<file path="config.mk">
export PLATFORM = sky130hd
export DESIGN_NAME = mem_port_arbiter
export DESIGN_NICKNAME = d
export VERILOG_FILES = /design/src/rtl/kgp_mem_pkg.sv /design/src/rtl/mem_arb_perf_cnt.sv /design/src/rtl/mem_port_arbiter.sv
export SDC_FILE = /design/constraint.sdc
export NUM_CORES = 1
export LEC_CHECK = 0
export BUFFER_PORTS_ARGS = -buffer_cell sky130_fd_sc_hd__buf_2
export CORE_ASPECT_RATIO = 0.5
export CORE_MARGIN = 1
export CORE_UTILIZATION = 38
export CTS_CLUSTER_SIZE = 24
export DETAILED_ROUTE_END_ITERATION = 8
export GPL_TIMING_DRIVEN = 0
export PLACE_DENSITY = 0.78
export SETUP_SLACK_MARGIN = 0.2
export SLEW_MARGIN = 20
export SYNTH_ARGS = -nofsm -noshare
export SYNTH_HDL_FRONTEND = slang
export SYNTH_SLANG_ARGS = --single-unit
</file>
<file path="constraint.sdc">
create_clock -name clk -period 2.3 [get_ports clk]
set_input_delay 0.575 -clock clk [delete_from_list [all_inputs] [get_ports clk]]
set_output_delay 0.575 -clock clk [all_outputs]
set_load 0.05 [all_outputs]
</file>
<file path="src/rtl/kgp_mem_pkg.sv">
// Shared definitions for the memory port arbiter.
// Contents: default address/data widths, arbiter FSM state encoding and
// requester IDs used to tag the winner of an arbitration round.
package kgp_mem_pkg;

  localparam int unsigned ADDR_W_DEF = 10;
  localparam int unsigned DATA_W_DEF = 32;

  typedef enum logic [1:0] {
    IDLE   = 2'd0,
    ACCESS = 2'd1,
    WAIT   = 2'd2,
    DONE   = 2'd3
  } state_t;

  typedef enum logic {
    FETCH = 1'b0,
    DATA  = 1'b1
  } req_id_t;

endpackage

</file>
<file path="src/rtl/mem_arb_perf_cnt.sv">
// Grant performance counters for the memory port arbiter.
// Built only when MEM_ARB_PERF_EN is defined.
// Ports: clk, rst (async active-low), if_gnt/d_gnt (one-cycle grant pulses),
//        perf_if_grants/perf_d_grants (16-bit wrapping grant counts).
module mem_arb_perf_cnt (
  input  logic        clk,
  input  logic        rst,
  input  logic        if_gnt,
  input  logic        d_gnt,
  output logic [15:0] perf_if_grants,
  output logic [15:0] perf_d_grants
);

  localparam int unsigned CNT_W = 16;

  logic [CNT_W-1:0] if_cnt_q, if_cnt_d;
  logic [CNT_W-1:0] d_cnt_q, d_cnt_d;

  // Count one per grant pulse; natural wrap at 0xFFFF.
  always_comb begin
    if_cnt_d = if_cnt_q;
    d_cnt_d  = d_cnt_q;
    if (if_gnt) if_cnt_d = if_cnt_q + CNT_W'(1);
    if (d_gnt)  d_cnt_d  = d_cnt_q + CNT_W'(1);
  end

  always_ff @(posedge clk or negedge rst) begin
    if (!rst) begin
      if_cnt_q <= '0;
      d_cnt_q  <= '0;
    end else begin
      if_cnt_q <= if_cnt_d;
      d_cnt_q  <= d_cnt_d;
    end
  end

  assign perf_if_grants = if_cnt_q;
  assign perf_d_grants  = d_cnt_q;

endmodule

</file>
<file path="src/rtl/mem_port_arbiter.sv">
// Two-requester (fetch / data) arbiter for a single-port memory with fixed
// read latency LAT. One access in flight at a time: IDLE arbitrates,
// ACCESS drives the memory for one cycle, WAIT covers the latency, DONE
// returns the result. Data wins ties unless fetch has waited STARVE_MAX
// consecutive data grants.
// Ports: clk, rst (async active-low); fetch side if_req/if_addr/if_gnt/
//        if_valid/if_rdata; data side d_req/d_we/d_addr/d_wdata/d_gnt/
//        d_valid/d_rdata; memory side mem_en/mem_we/mem_addr/mem_wdata/
//        mem_rdata; perf_if_grants/perf_d_grants.
// Macro MEM_ARB_PERF_EN: enables grant counters (otherwise tied to 0).
module mem_port_arbiter
  import kgp_mem_pkg::*;
#(
  parameter int unsigned ADDR_W     = ADDR_W_DEF,
  parameter int unsigned DATA_W     = DATA_W_DEF,
  parameter int unsigned LAT        = 2,
  parameter int unsigned STARVE_MAX = 3
) (
  input  logic              clk,
  input  logic              rst,
  input  logic              if_req,
  input  logic [ADDR_W-1:0] if_addr,
  output logic              if_gnt,
  output logic              if_valid,
  output logic [DATA_W-1:0] if_rdata,
  input  logic              d_req,
  input  logic              d_we,
  input  logic [ADDR_W-1:0] d_addr,
  input  logic [DATA_W-1:0] d_wdata,
  output logic              d_gnt,
  output logic              d_valid,
  output logic [DATA_W-1:0] d_rdata,
  output logic              mem_en,
  output logic              mem_we,
  output logic [ADDR_W-1:0] mem_addr,
  output logic [DATA_W-1:0] mem_wdata,
  input  logic [DATA_W-1:0] mem_rdata,
  output logic [15:0]       perf_if_grants,
  output logic [15:0]       perf_d_grants
);

  localparam int unsigned WCNT_W = 3;
  localparam int unsigned SCNT_W = 4;

  state_t              state_q, state_d;
  req_id_t             owner_q, owner_d;
  logic                we_q, we_d;
  logic [WCNT_W-1:0]   wcnt_q, wcnt_d;
  logic [SCNT_W-1:0]   starve_q, starve_d;
  logic                mem_en_q, mem_en_d;
  logic                mem_we_q, mem_we_d;
  logic [ADDR_W-1:0]   mem_addr_q, mem_addr_d;
  logic [DATA_W-1:0]   mem_wdata_q, mem_wdata_d;
  logic                if_gnt_q, if_gnt_d;
  logic                d_gnt_q, d_gnt_d;
  logic                if_valid_q, if_valid_d;
  logic                d_valid_q, d_valid_d;
  logic [DATA_W-1:0]   if_rdata_q, if_rdata_d;
  logic [DATA_W-1:0]   d_rdata_q, d_rdata_d;

  // Next state and next registered outputs. Outputs are computed for the
  // state being entered so they are valid throughout that state's cycle.
  always_comb begin
    state_d     = state_q;
    owner_d     = owner_q;
    we_d        = we_q;
    wcnt_d      = wcnt_q;
    starve_d    = starve_q;
    mem_en_d    = 1'b0;
    mem_we_d    = 1'b0;
    mem_addr_d  = mem_addr_q;
    mem_wdata_d = mem_wdata_q;
    if_gnt_d    = 1'b0;
    d_gnt_d     = 1'b0;
    if_valid_d  = 1'b0;
    d_valid_d   = 1'b0;
    if_rdata_d  = if_rdata_q;
    d_rdata_d   = d_rdata_q;

    unique case (state_q)
      IDLE: begin
        if (d_req && (!if_req || (starve_q != SCNT_W'(STARVE_MAX)))) begin
          owner_d     = DATA;
          we_d        = d_we;
          mem_addr_d  = d_addr;
          mem_wdata_d = d_wdata;
          mem_we_d    = d_we;
          mem_en_d    = 1'b1;
          d_gnt_d     = 1'b1;
          state_d     = ACCESS;
          // Winning while fetch waits implies starve_q < STARVE_MAX.
          if (if_req) starve_d = starve_q + SCNT_W'(1);
        end else if (if_req) begin
          owner_d    = FETCH;
          we_d       = 1'b0;
          mem_addr_d = if_addr;
          mem_en_d   = 1'b1;
          if_gnt_d   = 1'b1;
          starve_d   = '0;
          state_d    = ACCESS;
        end
      end
      ACCESS: begin
        wcnt_d  = '0;
        state_d = WAIT;
      end
      WAIT: begin
        if (wcnt_q == WCNT_W'(LAT - 1)) begin
          state_d = DONE;
          if (owner_q == DATA) begin
            d_valid_d = 1'b1;
            if (!we_q) d_rdata_d = mem_rdata;
          end else begin
            if_valid_d = 1'b1;
            if_rdata_d = mem_rdata;
          end
        end else begin
          wcnt_d = wcnt_q + WCNT_W'(1);
        end
      end
      DONE:    state_d = IDLE;
      default: state_d = IDLE;
    endcase
  end

  always_ff @(posedge clk or negedge rst) begin
    if (!rst) begin
      state_q     <= IDLE;
      owner_q     <= FETCH;
      we_q        <= 1'b0;
      wcnt_q      <= '0;
      starve_q    <= '0;
      mem_en_q    <= 1'b0;
      mem_we_q    <= 1'b0;
      mem_addr_q  <= '0;
      mem_wdata_q <= '0;
      if_gnt_q    <= 1'b0;
      d_gnt_q     <= 1'b0;
      if_valid_q  <= 1'b0;
      d_valid_q   <= 1'b0;
      if_rdata_q  <= '0;
      d_rdata_q   <= '0;
    end else begin
      state_q     <= state_d;
      owner_q     <= owner_d;
      we_q        <= we_d;
      wcnt_q      <= wcnt_d;
      starve_q    <= starve_d;
      mem_en_q    <= mem_en_d;
      mem_we_q    <= mem_we_d;
      mem_addr_q  <= mem_addr_d;
      mem_wdata_q <= mem_wdata_d;
      if_gnt_q    <= if_gnt_d;
      d_gnt_q     <= d_gnt_d;
      if_valid_q  <= if_valid_d;
      d_valid_q   <= d_valid_d;
      if_rdata_q  <= if_rdata_d;
      d_rdata_q   <= d_rdata_d;
    end
  end

  assign mem_en    = mem_en_q;
  assign mem_we    = mem_we_q;
  assign mem_addr  = mem_addr_q;
  assign mem_wdata = mem_wdata_q;
  assign if_gnt    = if_gnt_q;
  assign d_gnt     = d_gnt_q;
  assign if_valid  = if_valid_q;
  assign d_valid   = d_valid_q;
  assign if_rdata  = if_rdata_q;
  assign d_rdata   = d_rdata_q;

`ifdef MEM_ARB_PERF_EN
  // Counts follow the registered grant pulses, one cycle behind the grant.
  mem_arb_perf_cnt u_perf_cnt (
    .clk            (clk),
    .rst            (rst),
    .if_gnt         (if_gnt_q),
    .d_gnt          (d_gnt_q),
    .perf_if_grants (perf_if_grants),
    .perf_d_grants  (perf_d_grants)
  );
`else
  assign perf_if_grants = 16'd0;
  assign perf_d_grants  = 16'd0;
`endif

endmodule

</file>
# After elaboration in Yosys (flattened, before gate mapping)
# Index checks and enable logic that the tools add are counted.
[totals] output_inout_bits=144 register_bits=123 wordCells=69 input_bits=89
[op_classes] bitwise_logic=2 add_sub_neg=2 n_eq_ne=8 muxes=29 reduce_logical=13
[ops] operator="$mux 10" count=2
[ops] operator="$mux 1" count=18
[ops] operator="$mux 4" count=3
[ops] operator="$reduce_and 2->1" count=5
[ops] operator="$pmux 2 s4" count=1
[ops] operator="$mux 2" count=3
[ops] operator="$pmux 3 s2" count=1
[ops] operator="$add 4x1->4 const B" count=1
[ops] operator="$eq 2x2->1 const B" count=2
[ops] operator="$ne 2x2->1 const B" count=2
[ops] operator="$ne 4x2->1 const B" count=1
[ops] operator="$reduce_and 4->1" count=1
[ops] operator="$reduce_bool 2->1" count=2
[ops] operator="$add 3x1->3 const B" count=1
[ops] operator="$eq 3x1->1 const B" count=1
[ops] operator="$mux 3" count=1
[ops] operator="$ne 3x3->1 const B" count=1
[ops] operator="$reduce_and 3->1" count=1
[ops] operator="$eq 2x1->1 const B" count=1
[ops] operator="$logic_not 2->1" count=1
[ops] operator="$not 1->1" count=2
[ops] operator="$logic_and 1x1->1" count=1
[ops] operator="$logic_not 1->1" count=1
[ops] operator="$logic_or 1x1->1" count=1

# Logic depth before layout (Yosys ltp)
# Gate-level depths: netlist of the first run.
[logic_depth] word_depth=5 ltp_mapped=7

# Worst setup path before layout of the first run
# OpenSTA, ideal clock, no wires.
[synth_path] path_type="reg2reg" start="register state_q[0]" end="register d_rdata_q[10], in the netlist d_rdata[10]" required_time_ps=2175 stages_incl_launch_ff=8 slack_ps=584 path_buffers=2 setup_ps=125 synth_period_minus_slack_ps=1716 arrival_time_ps=1591 cell_sequence="dfrtp_1 inv_1 ha_1 and4b_1 and2b_1 buf_6 buf_6 mux2_2"
[synth_via] elab_chain_cells=2
[synth_lines] element="start: declaration" line="mem_port_arbiter.sv:45" text="state_t state_q, state_d;"
[synth_lines] element="start signal: assignment" line="mem_port_arbiter.sv:144" text="state_q <= state_d;"
[synth_lines] element="$eq 2x2->1" line="mem_port_arbiter.sv:80" text="unique case (state_q)"
[synth_lines] element="$reduce_and 4->1 (no source line)"
[synth_lines] element="end signal: assignment" line="mem_port_arbiter.sv:158" text="d_rdata_q <= d_rdata_d;"
[synth_lines] element="end: declaration" line="mem_port_arbiter.sv:59" text="logic [DATA_W-1:0] d_rdata_q, d_rdata_d;"
# No other way between the ends.
# A chain may end at the register's enable or synchronous reset.

# Worst setup path after layout of the first run
[layout_path] start="register state_q[0]" end="register if_rdata_q[3], in the netlist if_rdata[3]"
[layout_via] elab_chain_cells=2
[layout_lines] element="$eq 2x2->1" line="mem_port_arbiter.sv:80"
[layout_lines] element="$reduce_and 3->1 (no source line)"
[layout_lines] element="end signal: assignment" line="mem_port_arbiter.sv:157" text="if_rdata_q <= if_rdata_d;"
[layout_lines] element="end: declaration" line="mem_port_arbiter.sv:58" text="logic [DATA_W-1:0] if_rdata_q, if_rdata_d;"
# No other way between the ends.

==> impl_metrics.yaml, run 1 <==
sta:
  tightest_slew_ns: 0.5952
  finalCriticalPeriod_ns: 1.921
  drv_slew: 0
  rsz0062_at_grt: "false"
  hold_viol_final: 0
  setup-violations-final: 0
  fmax_mhz: 520.5
  skew_ns: 0.01235
  tns_ns: 0
  holdWs_ns: 0.1497
  fin_crit_sh_pct: 83.54
  slew_headroom_pct: 60.32
worst_setup_path:
  worstSetupPathType: "flip-flop to flip-flop"
  crit_arrival_ns: 2.20
  worst_setup_path_start_kind: "flip-flop"
  path_max_fanout: 10
  endpoint_kind: "flip-flop"
  worstPathRequired_ns: 2.58
global_route:
  grt_pass1_vias: 3733
  grt_use_met3_pct: 3.778
  gr-total-overflow: 0
  grt_pass1_wl_um: 18800
  busiest_layer: "met2"
  gr-usage-met2_pct: 31.59
  grtUsageMet1_pct: 19.44
  grt_max_degree: 64
  antenna_found_initial: 0
  grt_use_total_pct: 17.06
clocking:
  clock_sinks: 123
  cts_resized: 0
  cts_root_buffer: "clkbuf_16"
  path_clk_slew_ns: 0.06
  cts_tree: "done"
  clk_latency_ns: 0.40
  h-tree-depth: 4
  clock_path_buffers: 2
  cts-hold-fix-buffers: 0
  cts_inserted_buffers: 17
  post_cts_buffers: 0
layout:
  layout-drive-gt1-share_pct: 60.00
  regArea_um2: 3078
  diodes: 0
  num-fill-cells: 1111
  fin_cells: 795
  multiInputGateArea_um2: 1883
  final_nets: 707
  syn2layout_area_growth_pct: 37.86
route:
  firstDrtPassIters: 4
  drt_iter0_drc: 140
  viasPerCell: 4.541
  routedWlPerCell_um: 14.86
  drt_wl_total_um: 11820
  post-route-drc-count: 0
  via_count: 3610
  final_antenna_net_count: 0
die:
  core_um2: 13060
  dieHeight_um: 85.02
  die_width_um: 168.0
  initial_core_util_pct: 40.10
  die-area_um2: 14290
  ios: 233
  rows: 29
placed_design:
  post-dp-hpwl_um: 8670
  port_buffers: 199
  post-place-cells: 763
  gp_congestion: 0.7650
logic_synthesis:
  yosysWarnings: 0
  synth.distinct_cells: 32
  syn_inst: 362
  synth-seq-cells: 123
  synth-seq-area-share_pct: 58.77
  synth_area_per_cell_um2: 14.47
  synth_area_um2: 5238
job:
  maxCapViolCount: 0
min_path:
  hold_class: "input port to async pin"
outcome:
  status: "finished, final reports clean"
==> cells in the mapped netlist <==
cell type	count	area [um2]
conb_1	1	3.750
mux2_2	70	788.3
mux2_1	1	11.26
mux2i_1	4	40.04
nand4_1	11	68.82
nor2_1	3	11.26
inv_1	5	18.77
and3_4	1	11.26
and2_1	2	12.51
a31oi_1	1	6.260
o22ai_1	1	6.260
a22oi_1	1	7.510
buf_4	35	262.8
nand2b_1	5	31.28
nand4bb_4	1	27.53
and2b_1	1	7.510
a22o_1	1	8.760
nor2b_1	1	6.260
a21o_1	1	7.510
clkbuf_1	6	22.52
nand2_1	26	97.59
buf_6	8	90.09
ha_1	6	75.07
o21ai_0	5	25.02
o211ai_1	10	75.07
dfrtp_1	123	3078
buf_2	1	5.000
nor3b_2	1	12.51
nand3_1	2	10.01
and4b_1	1	10.01
o22a_1	1	8.760
mux2_4	26	390.4
==> worst paths after layout <==
path	depth (start not counted)	startpoint	end	slack (ns)
max in group asynchronous	2	rst	d_rdata[24]	1.40
min	1	rst	d_rdata[18]	0.15
min in group clk	2	d_wdata[15]	mem_wdata[15]	0.40
max	5	state_q[0]	if_rdata[3]	0.38
max reg2reg	5	state_q[0]	if_rdata[3]	0.38
min reg2reg	1	d_rdata[30]	d_rdata[30]	0.50
==> critical path: stages (launching register included) <==
cell     delay (ns)
dfrtp_1        0.40
inv_1          0.09
ha_1           0.29
nor3b_4        0.39
buf_4          0.27
mux2_2         0.36
==> logic make-up after synthesis <==
logic type	count (synthesis)	synth area share (%)
flip-flops	123	58.77
multiplexers	101	23.48
buffers and inverters	55	7.621
AND/OR/NAND/NOR	55	5.853
AO/OA/AOI/OAI	21	2.771
adder cells (fa/ha/maj)	6	1.433
other	1	0.07160
==> flip-flops by register name, indices dropped and copies added, names as in the netlist <==
register   cells
mem_we         1
if_valid       1
owner_q        1
state_q        2
d_rdata       32
mem_wdata     32
we_q           1
d_valid        1
wcnt_q         3
mem_addr      10
if_rdata      32
d_gnt          1
starve_q       4
mem_en         1
if_gnt         1
==> placed cells by master, fill, tap and decap left out, types with 3 or more instances in the layout <==
cell	count
buf_2	199
nor2_1	3
ha_1	6
mux2i_1	4
mux2_2	70
o211ai_1	10
clkbuf_16	17
nand4_1	11
bufinv_16	3
o21ai_0	5
nand2_1	26
clkbuf_1	6
conb_1	32
nand2b_1	5
clkinvlp_4	4
mux2_4	26
buf_4	35
dfrtp_1	123
buf_6	9
inv_1	5
==> layout make-up <==
cell class / count / share of cell area (%)
repair buffers: 200 / 14.26
flip-flops and latches: 123 / 42.63
clock buffers: 19 / 6.273
inverters: 5 / 0.2599
clock inverters: 13 / 2.287
plain buffers: 50 / 5.268
multi-input cells: 215 / 26.08
well taps: 170 / 2.946
==> through the flow <==
stage,worst slack [ns],instance area [um2],util (%)
2_1_floorplan,0.5841,5354,-
3_3_place_gp,-0.8853,6563,50.24
3_5_place_dp,0.2337,6596,50.50
4_1_cts,0.2323,7214,55.23
5_1_grt,0.2600,7221,55.28
6_report,0.3786,7221,55.28
==> metal layers <==
metal | part of all wire, % | vias to the layer above
met5 | 0 | -
met4 | 1.6 | 0
met3 | 4.0 | 18
met2 | 54 | 108
met1 | 41 | 1783
li1 | - | 1701
Power of run 1 is left out: the tool's default activity adds up to more than one toggle a clock period on the data nets, which glitch-free logic cannot reach.
==> run 2: changes to the inputs <==
ABC_AREA = 1   (was default)
PLACE_DENSITY = 0.8   (was 0.78)
clock period = 1.6 ns   (was 2.3 ns; I/O delays follow)
==> impl_metrics.yaml, run 2 <==
worst_setup_path:
  worst_setup_path_start_kind: "flip-flop"
  worstSetupPathType: "flip-flop to flip-flop"
  endpoint_kind: "flip-flop"
  crit_family: "simple AND/OR/NAND/NOR gates"
  reg2reg_depth: 9
  reg2reg_from: "starve_q[0]"
  crit_arrival_ns: 1.86
  crit_top_cell: "nand2_2"
  cpPeakStageDelay_ns: 0.38
  slowest_stage: "dfrtp_1"
  worstPathRequired_ns: 1.93
  r2r_end: "mem_wdata[29]"
  path_cells: "ha_2 > nand2_2 > inv_2 > nand2_4 > nand3_4 > inv_8 > buf_6 > nand2_2 > nand2_1"
  crit_buf_inv: 3
  regToRegSetupSlack_ns: 0.07
  path_max_fanout: 7
layout:
  num-fill-cells: 1044
  final_cell_mix: "190 x nand2_1, 123 x dfrtp_1, 100 x buf_6, 89 x buf_2, 67 x buf_4"
  final_nets: 991
  fin_area_um2: 8911
  syn2layout_area_growth_pct: 64.98
  layout-drive-gt1-share_pct: 46.26
  layout_commonest_cell: "nand2_1"
clocking:
  cts_root_buffer: "clkbuf_16"
  cts_inserted_buffers: 17
  cts_tree: "done"
  clk_latency_ns: 0.41
  path_clk_slew_ns: 0.06
  clock_sinks: 123
  h-tree-depth: 4
  clock_path_buffers: 2
sta:
  skew_ns: 0.01572
  fmax_mhz: 651.9
  slew_headroom_pct: 65.87
  tightest_slew_ns: 0.5120
  setup-violations-final: 0
  rsz0062_at_grt: "true"
  hold_viol_final: 0
  finalCriticalPeriod_ns: 1.534
  holdWs_ns: 0.1971
  fin_crit_sh_pct: 95.88
  drv_slew: 0
die:
  core_um2: 13700
  die_width_um: 170.6
  initial_core_util_pct: 39.42
  dieHeight_um: 86.31
  ios: 233
  rows: 30
  die-area_um2: 14720
logic_synthesis:
  syn_inst: 611
  synthMuxAreaShare_pct: 0
  synth_area_um2: 5401
  synth.distinct_cells: 23
  synth_compound_gate_area_share_pct: 8.895
  async_reset_ff_share_pct: 100.0
  yosysMostFrequentCell: "nand2_1"
  synth_area_per_cell_um2: 8.840
  yosysTopAreaCellShare_pct: 56.98
  yosys-top-cells-count: "241 x nand2_1, 123 x dfrtp_1, 67 x inv_1"
  synth-seq-area-share_pct: 56.98
  synth_edf_count: 0
  synth_top_family_by_area: "simple AND/OR/NAND/NOR gates"
  synth_area_leader_cell: "dfrtp_1"
  synth_adder_area_share_pct: 1.390
  synth-seq-cells: 123
  synthXorXnorAreaFrac_pct: 0.1621
  ys.flop_type: "dfrtp_1"
  yosysWarnings: 0
  ys_top_cells_by_area: "dfrtp_1 57%, nand2_1 17%, inv_1 4.7%"
  synth-simple-area-share_pct: 20.45
power_and_ir_drop:
  irDropWorstVdd_v: 0.001087
  powerDensity_nw_per_um2: 2519
  p_total_mw: 22.45
  p_leak_nw: 4.779
global_route:
  grt_max_degree: 77
  grt_pass1_wl_um: 24150
  antenna_found_initial: 1
  gr-total-overflow: 0
  grt_use_total_pct: 21.39
  grt_pass1_vias: 4892
route:
  firstDrtPassIters: 5
  drt_iter0_drc: 210
  via_count: 5054
  final_antenna_net_count: 0
  drt_wl_total_um: 16980
  viasPerCell: 4.590
  routedWlPerCell_um: 15.42
  post-route-drc-count: 0
placed_design:
  port_buffers: 200
  gp_congestion: 0.8043
  post-dp-hpwl_um: 9967
  place_area_um2: 6822
job:
  maxCapViolCount: 0
min_path:
  hold_depth: 3
  worstHoldStart: "d_wdata[4]"
  hold_class: "input port to flip-flop"
  min_to: "mem_wdata[4]"
outcome:
  status: "finished, final reports clean"
[run 2: changes by cell type in the layout (fill, tap and decap cells not counted), moves of 13 or more]
cell / change
buf_2: -110
buf_4: +32
buf_6: +91
inv_1: +55
mux2_2: -70
mux2_4: -26
nand2_1: +164
nand2_2: +38
nand2_4: +13
nand3_1: +21
o21ai_0: +17
o21ai_1: +15
o21ai_2: +33
[run 2: layer usage]
metal  vias up  GRT usage, %  share of wire, %
met5         -             0                 0
met4         0         9.992               3.0
met3        42         4.155               4.5
met2       200         37.48                52
met1      2419         25.74                41
li1       2393             -                 -
[run 2: worst min-delay path, stage by stage]
cell and delay [ns]:
buf_2 0.09, nand2_2 0.04, nand2_1 0.04
[run 2: cell families (layout without fill, tap and decap cells)]
group / count (synthesis) / count (layout)
adders and majority gates: 6 / 6
other: 1 / 33
buffers and inverters: 127 / 392
and+or+nand+nor: 279 / 280
xor gates and xnor gates: 1 / 1
DFF: 123 / 123
AOI/OAI and AO/OA: 74 / 74
[run 2: area by class of cell]
cell class | instances | area, um2 | share of cell area, %
antenna | 1 | 2.502 | 0.02808
buffer | 58 | 545.5 | 6.122
clock buffer | 20 | 446.7 | 5.013
clock inverter | 11 | 168.9 | 1.896
inverter | 69 | 269.0 | 3.019
multi-input combinational | 393 | 2092 | 23.48
sequential | 123 | 3078 | 34.54
tap | 192 | 240.2 | 2.696
timing repair buffer | 234 | 2068 | 23.21
[run 2: repair_timing]
action	in CTS	in global routing
buffers inserted	12	7
pin swaps	11	15
setup endpoints to repair	217	195
gates resized for setup	192	190
gates cloned	8	6
endpoints found under the hold margin	47	0
hold buffers	1	0
[run 2: where the power goes]
group	internal, mW	total [mW]	switching, mW
registers	4.62	5.76	1.14
logic	4.44	12.6	8.20
clock network	2.64	4.05	1.41
total	11.7	22.5	10.7
[run 2: stage by stage]
| step | utilization (%) | instances | worst slack (ns) | setup TNS (ns) |
|---|---|---|---|---|
| detailed placement | 49.79 | 1035 | -0.2157 | -10.90 |
| global placement | 49.54 | 1034 | -1.449 | -183.83 |
| finish | 65.04 | 1101 | 0.06596 | 0 |
| CTS | 59.69 | 1087 | 0.1557 | 0 |
| floorplan | - | 642 | 0.07136 | 0 |
| global route | 65.04 | 1101 | 0.01825 | 0 |
[run 2: worst max-delay path by stage]
stage / cells past startpoint / slack [ns] / endpoint / startpoint
after floorplan: 6 / 0.07 / d_rdata[1] / wcnt_q[1]
final: 9 / 0.07 / mem_wdata[29] / starve_q[0]
after global placement: 1 / -1.45 / mem_addr[2] / rst
after global routing: 7 / 0.02 / if_rdata[16] / state_q[0]
after detailed placement: 6 / -0.22 / d_rdata[15] / wcnt_q[1]
after CTS: 9 / 0.16 / mem_wdata[22] / starve_q[1]
Power figures use the tool's default switching activity.
==> run 3: changes to the inputs <==
CORE_UTILIZATION = 43   (was 38)
PLACE_DENSITY = 0.87   (was 0.8)
==> impl_metrics.yaml, run 3 (synthesized netlist as in run 2, its figures left out) <==
outcome:
  status: "finished, final reports clean"
worst_setup_path:
  worstSetupPathType: "flip-flop to flip-flop"
  path_cells: "inv_2 > buf_6 > ha_4 > nand3_4 > inv_8 > buf_8 > nand2_2 > nand2_1"
  crit_buf_inv: 4
  critPathLaunch: "state_q[0]"
  endpoint_kind: "flip-flop"
  cpPeakStageDelay_ns: 0.42
  worst_setup_path_start_kind: "flip-flop"
  worstPathRequired_ns: 1.94
  crit_arrival_ns: 1.91
  path_max_fanout: 7
  reg2reg_depth: 8
  regToRegSetupSlack_ns: 0.03
  slowest_stage: "dfrtp_1"
  r2r_end: "mem_wdata[20]"
  crit_path_end: "mem_wdata[20]"
  cp.depth: 8
  reg2reg_from: "state_q[0]"
  crit_family: "buffers and inverters"
sta:
  drv_slew: 0
  fin_crit_sh_pct: 98.33
  tightest_slew_ns: 0.6754
  fmax_mhz: 635.6
  skew_ns: 0.01016
  hold_viol_final: 0
  rsz0062_at_grt: "true"
  slew_headroom_pct: 54.97
  setup-violations-final: 0
  finalCriticalPeriod_ns: 1.573
  tns_ns: 0
  worst_slack_ns: 0.02679
route:
  post-route-drc-count: 0
  drt_wl_total_um: 18740
  firstDrtPassIters: 5
  viasPerCell: 4.969
  final_antenna_net_count: 0
  routedWlPerCell_um: 17.23
  drt_iter0_drc: 392
  via_count: 5406
global_route:
  gr-total-overflow: 0
  grt_pass1_wl_um: 23420
  antenna_found_initial: 1
  grt_pass1_vias: 4808
  grt_max_degree: 71
  grt_use_total_pct: 23.21
clocking:
  h-tree-depth: 4
  clock_sinks: 123
  clock_path_buffers: 2
  cts_tree: "done"
  cts_root_buffer: "clkbuf_16"
  clk_latency_ns: 0.41
  path_clk_slew_ns: 0.06
  cts_inserted_buffers: 17
placed_design:
  place_area_um2: 6788
  post-dp-hpwl_um: 10020
  dp_slack_ns: -0.2339
  gp_congestion: 0.8048
  post-place-cells: 1008
  port_buffers: 200
die:
  initial_core_util_pct: 44.95
  rows: 28
  die-area_um2: 13040
  dieHeight_um: 81.25
  ios: 233
  core_um2: 12020
  die_width_um: 160.5
layout:
  diodes: 0
  layout-drive-gt1-share_pct: 49.08
  fin_area_um2: 9007
  final_cell_mix: "178 x nand2_1, 123 x dfrtp_1, 111 x buf_6, 92 x buf_2, 80 x buf_4"
  fin_cells: 1088
  layout_commonest_cell: "nand2_1"
  final_nets: 1008
  syn2layout_area_growth_pct: 66.76
power_and_ir_drop:
  powerDensity_nw_per_um2: 2576
  irDropWorstVdd_v: 0.001507
  p_total_mw: 23.20
  p_leak_nw: 4.824
min_path:
  hold_class: "input port to async pin"
job:
  maxCapViolCount: 0
[run 3: cell types whose count changed in the layout (fill, tap and decap cells not counted), moves of 3 or more]
| cell | delta |
|---|---|
| o21ai_0 | -6 |
| nand2_1 | -12 |
| buf_2 | +3 |
| clkbuf_4 | -4 |
| nand2_2 | +15 |
| buf_6 | +11 |
| o21ai_2 | +5 |
| buf_4 | +13 |
| nand2_4 | -3 |
[run 3: area by class of cell]
cell class	instances	area (um2)
Multi-Input combinational cell	393	2128
Buffer	58	556.8
Clock buffer	22	474.2
Sequential cell	123	3078
Timing Repair Buffer	251	2152
Tap cell	165	206.4
Fill cell	723	3009
Inverter	69	271.5
Clock inverter	7	140.1
[run 3: what timing repair did]
action,4_1_cts,5_1_grt
pin swaps,18,26
setup buffers,14,25
endpoints found under the setup margin,217,199
hold buffers,0,0
cloned,6,6
gates resized for setup,179,230
[run 3: stage by stage]
stage | util (%) | hold slack, ns
2_1_floorplan | - | 0.1044
3_3_place_gp | 56.21 | 0.4582
3_5_place_dp | 56.49 | 0.4523
4_1_cts | 67.29 | 0.03009
5_1_grt | 74.96 | 0.06095
6_report | 74.96 | 0.01016
[run 3: worst min-delay path by stage]
stage                             start       endpoint  slack (ns)
final                               rst     d_rdata[9]        0.01
after global routing                rst   if_rdata[10]        0.06
after floorplan                     rst          d_gnt        0.10
after global placement    mem_wdata[15]  mem_wdata[15]        0.46
after detailed placement            rst     d_rdata[9]        0.45
after CTS                           rst     d_rdata[9]        0.03
[run 3: report_power, final]
part / total, mW / switching (mW) / internal, mW
Combinational: 13.2 / 8.50 / 4.74
Clock: 4.08 / 1.38 / 2.70
Sequential: 5.88 / 1.26 / 4.62
Total: 23.2 / 11.1 / 12.1
[run 3: layer usage]
layer,GRT usage [%],wire [um],vias to the layer above
met5,0,13,-
met2,40.69,9524,325
met1,28.31,7229,2573
met4,10.19,741,2
met3,4.750,1235,84
li1,-,-,2422
